--- config.mk ---
export PLATFORM = sky130hd
export DESIGN_NAME = instr_encoder
export DESIGN_NICKNAME = d
export VERILOG_FILES = /design/src/rtl/instr_encoder.sv
export SDC_FILE = /design/constraint.sdc
export NUM_CORES = 1
export LEC_CHECK = 0
export BUFFER_PORTS_ARGS = -buffer_cell sky130_fd_sc_hd__buf_2
export CAP_MARGIN = 25
export CORE_ASPECT_RATIO = 0.6
export CORE_MARGIN = 2
export CORE_UTILIZATION = 59
export DETAILED_ROUTE_END_ITERATION = 16
export HOLD_SLACK_MARGIN = 0.1
export PLACE_DENSITY = 0.85
export SETUP_SLACK_MARGIN = 0.2
export SYNTH_ARGS = -nofsm -noshare
export SYNTH_HDL_FRONTEND = slang
export SYNTH_SLANG_ARGS = --single-unit
export TNS_END_PERCENT = 50
--- constraint.sdc ---
create_clock -name clk -period 5.3 [get_ports clk]
set_input_delay 0.265 -clock clk [delete_from_list [all_inputs] [get_ports clk]]
set_output_delay 0.265 -clock clk [all_outputs]
set_load 0.05 [all_outputs]
--- src/rtl/instr_encoder.sv ---
// ============================================================================
// Module      : instr_encoder
// Description : Encodes decoder instruction IDs into 32-bit words and streams
//               them through a small FIFO into instruction memory.
//               Optional macro INSTR_ENC_ILLEGAL_TRAP_EN makes illegal IDs
//               raise a sticky err flag.
// Revision    : 1.0 - initial release
// ============================================================================
`default_nettype none

module instr_encoder #(
    parameter int DEPTH = 4,
    parameter int AW    = 10
) (
    input  logic          clk,
    input  logic          rst,
    input  logic          start,
    input  logic [AW-1:0] base_addr,
    input  logic          in_valid,
    output logic          in_ready,
    input  logic [5:0]    in_id,
    input  logic [4:0]    in_rs,
    input  logic [4:0]    in_rt,
    input  logic [4:0]    in_rd,
    input  logic [4:0]    in_shamt,
    input  logic [15:0]   in_imm,
    input  logic [25:0]   in_jaddr,
    input  logic          in_last,
    output logic          mem_we,
    output logic [AW-1:0] mem_addr,
    output logic [31:0]   mem_wdata,
    input  logic          mem_ack,
    output logic          busy,
    output logic          done,
    output logic [AW:0]   count,
    output logic          err
);

    localparam int c_PTR_W = (DEPTH > 1) ? $clog2(DEPTH) : 1;
    localparam logic [c_PTR_W:0] c_FILL_FULL = (c_PTR_W+1)'(DEPTH);

    localparam logic [1:0] c_IDLE  = 2'd0;
    localparam logic [1:0] c_RUN   = 2'd1;
    localparam logic [1:0] c_DRAIN = 2'd2;

    logic [1:0]         r_state;
    logic [31:0]        r_fifo [DEPTH];
    logic [c_PTR_W-1:0] r_wr_ptr;
    logic [c_PTR_W-1:0] r_rd_ptr;
    logic [c_PTR_W:0]   r_fill;
    logic [AW-1:0]      r_addr;
    logic [AW:0]        r_count;
    logic               r_done;

    logic [31:0] w_word;
    logic        w_legal;
    logic        w_full;
    logic        w_empty;
    logic        w_ready;
    logic        w_xfer;
    logic        w_push;
    logic        w_pop;
    logic        w_start_ok;

    // Upper three ID bits select the instruction format; everything above J is illegal.
    always_comb begin
        w_word  = 32'd0;
        w_legal = 1'b1;
        case (in_id[5:3])
            3'd0:    w_word = {6'b000001, in_rs, in_rt, in_rd, in_shamt, 3'b000, in_id[2:0]};
            3'd1:    w_word = {3'b001, in_id[2:0], in_rs, in_rt, in_imm};
            3'd2:    w_word = {3'b010, in_id[2:0], in_jaddr};
            default: w_legal = 1'b0;
        endcase
    end

    assign w_full     = (r_fill == c_FILL_FULL);
    assign w_empty    = (r_fill == '0);
    assign w_ready    = (r_state == c_RUN) && !w_full;
    assign w_xfer     = in_valid && w_ready;
    assign w_push     = w_xfer && w_legal;
    assign w_pop      = !w_empty && mem_ack;
    assign w_start_ok = start && (r_state == c_IDLE);

    assign in_ready  = w_ready;
    assign mem_we    = !w_empty;
    assign mem_wdata = w_empty ? 32'd0 : r_fifo[r_rd_ptr];
    assign mem_addr  = r_addr;
    assign count     = r_count;
    assign busy      = (r_state != c_IDLE);
    assign done      = r_done;

    always_ff @(posedge clk) begin
        if (rst) begin
            r_state <= c_IDLE;
            r_done  <= 1'b0;
        end else begin
            r_done <= 1'b0;
            case (r_state)
                c_IDLE:  if (start) r_state <= c_RUN;
                c_RUN:   if (w_xfer && in_last) r_state <= c_DRAIN;
                c_DRAIN: begin
                    if (w_empty) begin
                        r_state <= c_IDLE;
                        r_done  <= 1'b1;
                    end
                end
                default: r_state <= c_IDLE;
            endcase
        end
    end

    // Storage carries no reset; r_fill alone defines which entries are valid.
    always_ff @(posedge clk) begin
        if (w_push) r_fifo[r_wr_ptr] <= w_word;
    end

    always_ff @(posedge clk) begin
        if (rst) begin
            r_wr_ptr <= '0;
            r_rd_ptr <= '0;
            r_fill   <= '0;
        end else begin
            if (w_push) r_wr_ptr <= r_wr_ptr + 1'b1;
            if (w_pop)  r_rd_ptr <= r_rd_ptr + 1'b1;
            case ({w_push, w_pop})
                2'b10:   r_fill <= r_fill + 1'b1;
                2'b01:   r_fill <= r_fill - 1'b1;
                default: r_fill <= r_fill;
            endcase
        end
    end

    always_ff @(posedge clk) begin
        if (rst) begin
            r_addr  <= '0;
            r_count <= '0;
        end else if (w_start_ok) begin
            r_addr  <= base_addr;
            r_count <= '0;
        end else if (w_pop) begin
            r_addr  <= r_addr + 1'b1;
            r_count <= r_count + 1'b1;
        end
    end

`ifdef INSTR_ENC_ILLEGAL_TRAP_EN
    logic r_err;

    always_ff @(posedge clk) begin
        if (rst) begin
            r_err <= 1'b0;
        end else if (w_start_ok) begin
            r_err <= 1'b0;
        end else if (w_xfer && !w_legal) begin
            r_err <= 1'b1;
        end
    end

    assign err = r_err;
`else
    assign err = 1'b0;
`endif

endmodule

`default_nettype wire

==> impl_metrics.py, run 1 <==
metrics = {
    "run_status": {
        "status": "completed",
    },
    "timing": {
        "grt_setup_unrepaired": "false",
        "max_freq_ghz": 0.345,
        "final.period_utilization": 0.546,
        "whs_ns": 0.136,
        "tightest_slew_ns": 0.960,
        "clock_skew_ns": 0.00665,
        "setup-tns-final_ns": 0,
        "slew_headroom": 0.356,
        "slew_violations": 0,
        "setup_violations": 0,
        "hold_violations": 0,
        "finalCriticalPeriod_ns": 2.89,
    },
    "placement": {
        "hpwl_um": 9580,
        "io_buffer_count": 139,
        "placedCellCount": 763,
        "place.gp.congestion": 0.784,
    },
    "finish": {
        "fin_cells": 795,
        "area_growth_pct": 20.6,
        "layout-drive-gt1-share": 0.331,
        "post-route-util": 0.728,
        "fin_nets": 714,
        "antenna_cells": 0,
    },
    "floorplanning": {
        "dieArea_um2": 12500,
        "die_x_um": 143,
        "num_io_pins": 142,
        "die_h_um": 87.3,
        "num_rows": 30,
        "floorplan.initialDensity": 0.604,
        "core_area_um2": 11300,
    },
    "route": {
        "ant_nets": 0,
        "highest_layer": "met4",
        "drt_wl_total_um": 15200,
        "wl_per_cell_um": 19.1,
        "route.vias.total": 4472,
        "dr.pass1.iters": 4,
        "wl_met3_um": 1110,
        "dr.first_iter.drc_count": 378,
        "wl_met2_um": 7470,
        "met1_length_um": 6430,
        "route.detailed.drc": 0,
        "via_per_inst": 5.63,
    },
    "setup_path": {
        "cp.required_ns": 5.64,
        "ff2ff_setup_slack_ns": 2.41,
        "path_class": "reg2reg",
        "slowest_stage": "o31ai_2",
        "cp_max_fo": 13,
        "worst-path-buf-inv": 2,
        "cp_common_cell": "inv_1",
        "cp_cell_sequence": "o31ai_2 > inv_1 > ha_1 > inv_1 > fa_1 > xor2_1 > or3_1 > a21oi_1",
        "crit_family": "compound AO/OA/AOI/OAI gates",
        "worst_setup_path_start_kind": "flop",
        "cp.arrival_ns": 3.23,
        "max_stage_delay_ns": 0.85,
        "end_kind": "flop",
    },
    "cts": {
        "cts.reportedPaths.clkPinSlew_ns": 0.06,
        "postCtsResizedCells": 0,
        "cts_max_level": 4,
        "clock-sinks": 157,
        "cts_root_buf": "clkbuf_16",
        "cts_buffers": 17,
        "clock_latency_ns": 0.41,
        "tritoncts": "done",
        "clockBufferDepth": 2,
        "post_cts_buffers": 0,
        "ctsHoldBuffers": 0,
    },
    "logic_synthesis": {
        "postSynthAreaPerCell_um2": 14.1,
        "synth_edf_count": 124,
        "ys_types": 39,
        "synth_common_cells": "edfxtp_1, nor2_1, and2_1",
        "synth.most_common_cell": "edfxtp_1",
        "synthArstFlopShare": 0,
        "synthFlopType": "edfxtp_1",
        "synthTopCellsByArea": "edfxtp_1, mux4_2, dfxtp_1, nor2_1, and2_1",
        "synth_area_leader_cell": "edfxtp_1",
        "synthCells": 484,
        "yosysTopAreaCellShare": 0.546,
        "yosys_warnings": 0,
        "synth_seq_cells": 157,
        "yosysSeqAreaShare": 0.643,
        "synthesis.area_um2": 6820,
    },
    "global_route": {
        "grt_overflow": 0,
        "grt_max_degree": 32,
        "grt_pass1_wl_um": 23400,
        "antenna_found_initial": 0,
        "grt_util_all_layers": 0.255,
        "grt_pass1_vias": 4384,
    },
    "power_and_ir_drop": {
        "leakagePower_nw": 3.10,
        "power_mw": 2.91,
        "vdd_drop_max_v": 0.000252,
        "power_density_nw_per_um2": 354,
    },
    "run": {
        "max_cap_viol_count": 0,
    },
    "hold_path": {
        "hp-class": "in2reg",
    },
}
-- per-layer routing --
| metal | GRT usage | vias to the layer above |
|---|---|---|
| met5 | 0 | - |
| met4 | 0.0846 | 0 |
| met3 | 0.0528 | 22 |
| met2 | 0.415 | 197 |
| met1 | 0.351 | 2200 |
| li1 | - | 2053 |
-- through the flow --
stage,cell area (um^2),setup WS (ns)
global placement,7650,2.60
global route,8230,2.26
CTS,8230,2.45
floorplan,6830,2.89
finish,8230,2.41
detailed placement,7650,2.47
-- kinds of logic after synthesis --
group                    after synthesis  share of synthesized area
AO/OA/AOI/OAI                         45                     0.0402
XOR/XNOR                              24                     0.0308
adder cells (fa/ha/maj)                9                     0.0172
buffers and inverters                 40                     0.0251
flip-flops                           157                      0.643
multiplexers                          45                      0.123
other                                  1                   0.000550
AND/OR/NAND/NOR                      163                      0.121
-- worst register-to-register path, cell delays in order, from the launching register on --
cell	delay [ns]
dfxtp_1	0.36
o31ai_2	0.85
inv_1	0.46
ha_1	0.35
inv_1	0.08
fa_1	0.18
xor2_1	0.07
or3_1	0.31
a21oi_1	0.15
-- worst paths after layout --
check        cells past startpoint                       end                    start
max                              8    r_fill[2]$_SDFFE_PP0P_   r_fill[0]$_SDFFE_PP0P_
min                              3  mem_addr[9]$_SDFFE_PP0P_             base_addr[9]
max reg2reg                      8    r_fill[2]$_SDFFE_PP0P_   r_fill[0]$_SDFFE_PP0P_
min reg2reg                      1           done$_SDFF_PP0_  r_state[0]$_SDFFE_PP0P_
-- power breakdown --
| group | leakage, nW | switching [mW] | internal (mW) |
|---|---|---|---|
| combinational | 1.41 | 0.268 | 0.126 |
| sequential | 1.40 | 0.0168 | 1.35 |
| clock | 0.284 | 0.449 | 0.707 |
-- final cells by class --
class	count	area [um^2]
multi-input cells	288	2270
clock inverters	4	21.3
clock buffers	28	551
fillers	728	3070
inverters	11	42.5
well taps	160	200
flip-flops and latches	157	4390
repair buffers	147	756
-- layout by cell type, fill, tap and decap left out, drive strengths merged, types with 4 or more instances in the layout --
cell type and instances:
nand4 6, nor2b 17, nor4 5, nand3 5, nor3 6, a21oi 29
xor2 8, nand2 13, mux2i 14, dfxtp 33, inv 11, clkbuf 28
xnor2 16, a211oi 9, nor2 68, ha 7, and2 36, edfxtp 124
clkinv 4, mux4 31, buf 147
-- state kept, by name, summed over array words and instances, names as in the netlist, named ones only --
name and flops:
count 11, done 1, mem_addr 10, r_fifo 124
r_fill 3, r_rd_ptr 2, r_state 2, r_wr_ptr 2
Note: power is estimated with default switching activity, not from simulation.
==> run 2, diff against run 1 <==
CORE_UTILIZATION = 55   (was 59)
PLACE_DENSITY = 0.8   (was 0.85)
clock period = 2.9 ns   (was 5.3 ns; I/O delays follow)
==> impl_metrics.py, run 2 (synthesis gave the netlist of run 1 again) <==
metrics = {
    "power_and_ir_drop": {
        "power_mw": 5.35,
        "leakagePower_nw": 3.17,
        "power_density_nw_per_um2": 635,
        "vdd_drop_max_v": 0.000503,
    },
    "placement": {
        "placed_cell_area_um2": 7680,
        "place.gp.congestion": 0.895,
        "hpwl_um": 9590,
        "io_buffer_count": 139,
    },
    "floorplanning": {
        "core_area_um2": 12100,
        "die_x_um": 148,
        "dieArea_um2": 13300,
        "floorplan.initialDensity": 0.566,
        "die_h_um": 90.3,
        "num_io_pins": 142,
        "num_rows": 31,
    },
    "timing": {
        "hold_violations": 0,
        "whs_ns": 0.107,
        "setup_violations": 0,
        "final.period_utilization": 0.881,
        "setup-tns-final_ns": 0,
        "grt_setup_unrepaired": "false",
        "slew_violations": 0,
        "clock_skew_ns": 0.00710,
        "slew_headroom": 0.403,
        "tightest_slew_ns": 0.895,
        "max_freq_ghz": 0.391,
        "finalCriticalPeriod_ns": 2.55,
    },
    "setup_path": {
        "worst-path-buf-inv": 2,
        "end_kind": "flop",
        "cp_cell_sequence": "or3b_1 > and2_4 > and3_4 > clkinv_2 > ha_1 > inv_1 > fa_1 > xor2_1 > or3_1 > a21oi_1",
        "slowest_stage": "or3b_1",
        "cp.arrival_ns": 2.90,
        "cp.required_ns": 3.25,
        "max_stage_delay_ns": 0.42,
        "crit_family": "simple AND/OR/NAND/NOR gates",
        "cp_max_fo": 6,
        "path_class": "reg2reg",
        "worst_setup_path_start_kind": "flop",
    },
    "cts": {
        "cts_max_level": 4,
        "clockBufferDepth": 2,
        "cts_root_buf": "clkbuf_16",
        "cts_buffers": 17,
        "clock_latency_ns": 0.42,
        "cts.reportedPaths.clkPinSlew_ns": 0.06,
        "clock-sinks": 157,
        "tritoncts": "done",
    },
    "global_route": {
        "grt_pass1_wl_um": 24300,
        "antenna_found_initial": 0,
        "grt_pass1_vias": 4631,
        "grt_overflow": 0,
        "grt_util_all_layers": 0.243,
        "grt_max_degree": 35,
    },
    "finish": {
        "final_common_cell": "buf_2",
        "top_register": "r_fifo",
        "fin_nets": 731,
        "area_growth_pct": 23.6,
        "layout-drive-gt1-share": 0.340,
        "largest_reg_flops": 124,
        "antenna_cells": 0,
        "fin_area_um2": 8430,
        "mostFrequentLayoutCells": "buf_2, edfxtp_1, nor2_1",
    },
    "run_status": {
        "status": "completed",
    },
    "route": {
        "via_per_inst": 5.57,
        "wl_per_cell_um": 18.8,
        "dr.first_iter.drc_count": 424,
        "ant_nets": 0,
        "dr.pass1.iters": 5,
        "route.vias.total": 4552,
        "route.detailed.drc": 0,
        "drt_wl_total_um": 15400,
    },
    "hold_path": {
        "hp-class": "in2reg",
    },
    "run": {
        "max_cap_viol_count": 0,
    },
}
==> run 2: power breakdown <==
part / leakage [nW] / internal [mW] / total [mW] / switching (mW)
clock: 0.267 / 1.19 / 2.10 / 0.910
sequential: 1.40 / 2.46 / 2.49 / 0.0312
combinational: 1.50 / 0.262 / 0.758 / 0.496
==> run 2: path summary, 6_finish.rpt <==
| kind | cells past startpoint | slack, ns | endpoint | from |
|---|---|---|---|---|
| max | 10 | 0.35 | r_fill[2]$_SDFFE_PP0P_ | r_fill[2]$_SDFFE_PP0P_ |
| min | 2 | 0.11 | r_fifo[2][5]$_DFFE_PP_ | in_jaddr[5] |
| max reg2reg | 10 | 0.35 | r_fill[2]$_SDFFE_PP0P_ | r_fill[2]$_SDFFE_PP0P_ |
| min reg2reg | 2 | 0.50 | count[1]$_SDFFE_PP0P_ | count[1]$_SDFFE_PP0P_ |
==> run 2: layer usage <==
layer,wire length [um],GRT usage,vias up
li1,-,-,2090
met1,6550,0.329,2235
met2,7350,0.383,194
met3,1150,0.0692,33
met4,308,0.0857,0
met5,0,0,-
==> run 2: metrics by stage <==
step	util	std cells	setup WS, ns
2_1_floorplan	-	485	0.490
5_1_grt	0.699	817	0.250
6_report	0.699	817	0.345
4_1_cts	0.696	816	0.367
3_3_place_gp	0.637	769	0.499
3_5_place_dp	0.637	769	0.414
==> run 2: final cells by class <==
cell class	instances	area (um^2)
Sequential cell	157	4390
Multi-Input combinational cell	288	2270
Tap cell	165	206
Inverter	11	42.5
Fill cell	786	3630
Clock buffer	17	425
Timing Repair Buffer	164	953
Clock inverter	15	140
==> run 2: timing repair <==
action | CTS | global route
endpoints found under the hold margin | 19 | 0
setup buffers | 0 | 0
setup endpoints to repair | 0 | 0
hold buffers | 15 | 0
gates resized for setup | 0 | 0
==> run 3, diff against run 2 <==
==> constraint.sdc (replaced) <==
create_clock -name clk -period 2.9 [get_ports clk]
set_input_delay 0.29 -clock clk [delete_from_list [all_inputs] [get_ports clk]]
set_output_delay 0.29 -clock clk [all_outputs]
set_load 0.05 [all_outputs]
==> impl_metrics.py, run 3 (synthesis gave the netlist of run 1 again) <==
metrics = {
    "floorplanning": {
        "core_area_um2": 12100,
        "floorplan.initialDensity": 0.566,
        "die_x_um": 148,
        "die_h_um": 90.3,
        "num_io_pins": 142,
        "dieArea_um2": 13300,
        "num_rows": 31,
    },
    "route": {
        "ant_nets": 0,
        "dr.pass1.iters": 5,
        "drt_wl_total_um": 15000,
        "dr.first_iter.drc_count": 400,
        "route.vias.total": 4472,
        "route.detailed.drc": 0,
        "wl_per_cell_um": 18.5,
        "via_per_inst": 5.53,
    },
    "setup_path": {
        "path_class": "reg2reg",
        "cp.arrival_ns": 2.85,
        "max_stage_delay_ns": 0.42,
        "cp_max_fo": 6,
        "worst-path-buf-inv": 2,
        "crit_family": "simple AND/OR/NAND/NOR gates",
        "end_kind": "flop",
        "slowest_stage": "or3b_1",
        "worst_setup_path_start_kind": "flop",
        "cp_cell_sequence": "or3b_1 > and2_4 > and3_4 > clkinv_2 > ha_1 > inv_1 > fa_1 > xor2_1 > or3_1 > a21oi_1",
        "cp.required_ns": 3.24,
    },
    "timing": {
        "grt_setup_unrepaired": "false",
        "final.period_utilization": 0.866,
        "slew_headroom": 0.551,
        "setup_violations": 0,
        "tightest_slew_ns": 0.671,
        "clock_skew_ns": 0.00810,
        "finalCriticalPeriod_ns": 2.51,
        "hold_violations": 0,
        "setup-tns-final_ns": 0,
        "slew_violations": 0,
        "max_freq_ghz": 0.398,
    },
    "finish": {
        "final_common_cell": "buf_2",
        "fin_area_um2": 8330,
        "num-fill-cells": 799,
        "largest_reg_flops": 124,
        "post-route-util": 0.690,
        "fin_nets": 723,
        "top_register": "r_fifo",
        "mostFrequentLayoutCells": "buf_2, edfxtp_1, nor2_1",
        "area_growth_pct": 22.1,
        "layout-drive-gt1-share": 0.351,
        "antenna_cells": 0,
    },
    "global_route": {
        "grt_pass1_wl_um": 23900,
        "grt_overflow": 0,
        "grt_max_degree": 32,
        "grt_util_all_layers": 0.236,
        "antenna_found_initial": 0,
        "grt_pass1_vias": 4608,
    },
    "placement": {
        "placed_cell_area_um2": 7740,
        "io_buffer_count": 139,
        "place.gp.congestion": 0.886,
        "hpwl_um": 9870,
    },
    "cts": {
        "tritoncts": "done",
        "postCtsResizedCells": 0,
        "cts.reportedPaths.clkPinSlew_ns": 0.06,
        "ctsHoldBuffers": 0,
        "post_cts_buffers": 0,
        "cts_buffers": 17,
        "clock_latency_ns": 0.41,
        "clockBufferDepth": 2,
        "cts_max_level": 4,
        "cts_root_buf": "clkbuf_16",
        "clock-sinks": 157,
    },
    "run_status": {
        "status": "completed",
    },
    "hold_path": {
        "hp-class": "in2reg",
    },
    "power_and_ir_drop": {
        "p_int_mw": 4.05,
        "vdd_drop_max_v": 0.000482,
        "pwr-share-comb": 0.134,
        "clkPwrFrac": 0.403,
        "leakagePower_nw": 3.14,
        "power_density_nw_per_um2": 649,
        "p_switching_mw": 1.36,
        "seq_power_share": 0.463,
        "sw_frac_of_total": 0.251,
    },
    "run": {
        "max_cap_viol_count": 0,
    },
}
==> run 3: changes by cell type in the layout (fill, tap and decap cells not counted), moves of 2 or more <==
| cell | before | now |
|---|---|---|
| bufinv_16 | 1 | 3 |
| inv_6 | 5 | 0 |
| clkinv_4 | 3 | 0 |
| buf_4 | 8 | 16 |
| clkbuf_1 | 0 | 2 |
| dlygate4sd3_1 | 15 | 0 |
| clkinv_2 | 3 | 5 |
==> run 3: final timing paths <==
| kind | slack [ns] | endpoint | startpoint | cells past startpoint |
|---|---|---|---|---|
| max | 0.39 | r_fill[2]$_SDFFE_PP0P_ | r_fill[2]$_SDFFE_PP0P_ | 10 |
| min | 0.16 | mem_addr[0]$_SDFFE_PP0P_ | base_addr[0] | 3 |
| max reg2reg | 0.39 | r_fill[2]$_SDFFE_PP0P_ | r_fill[2]$_SDFFE_PP0P_ | 10 |
| min reg2reg | 0.46 | done$_SDFF_PP0_ | r_state[0]$_SDFFE_PP0P_ | 1 |
==> run 3: power groups by stage <==
stage	sequential, mW	combinational, mW	clock (mW)
final	2.50	0.725	2.18
after detailed placement	2.55	0.725	0
after CTS	2.50	0.728	2.20
after global placement	2.55	0.710	0
after floorplan	2.58	0.474	0
after global routing	2.51	0.774	2.30
==> run 3: through the flow <==
| stage | setup slack [ns] | instances | power, mW | hold slack (ns) |
|---|---|---|---|---|
| 2_1_floorplan | 0.490 | 485 | 3.06 | 0.369 |
| 5_1_grt | 0.247 | 809 | 5.58 | 0.159 |
| 4_1_cts | 0.367 | 809 | 5.43 | 0.146 |
| 6_report | 0.390 | 809 | 5.41 | 0.161 |
| 3_5_place_dp | 0.414 | 777 | 3.27 | 0.457 |
| 3_3_place_gp | 0.494 | 777 | 3.26 | 0.447 |
==> run 3: cell type report <==
type | count | area (um^2) | area share
clock inverters | 13 | 149 | 0.0179
multi-input cells | 288 | 2270 | 0.273
inverters | 11 | 42.5 | 0.00511
well taps | 165 | 206 | 0.0248
repair buffers | 156 | 836 | 0.100
flip-flops and latches | 157 | 4390 | 0.527
clock buffers | 19 | 433 | 0.0520
==> run 3: per-layer routing <==
metal / track usage / up-vias / wire (um)
li1: - / 2066 / -
met1: 0.325 / 2195 / 6400
met2: 0.372 / 198 / 7290
met3: 0.0662 / 13 / 1130
met4: 0.0705 / 0 / 165
met5: 0 / - / 0
==> run 3: worst reg2reg max path, cell delays in order, from the launching register on <==
cell	delay, ns
dfxtp_1	0.41
or3b_1	0.42
and2_4	0.16
and3_4	0.17
clkinv_2	0.07
ha_1	0.18
inv_1	0.06
fa_1	0.37
xor2_1	0.16
or3_1	0.30
a21oi_1	0.14
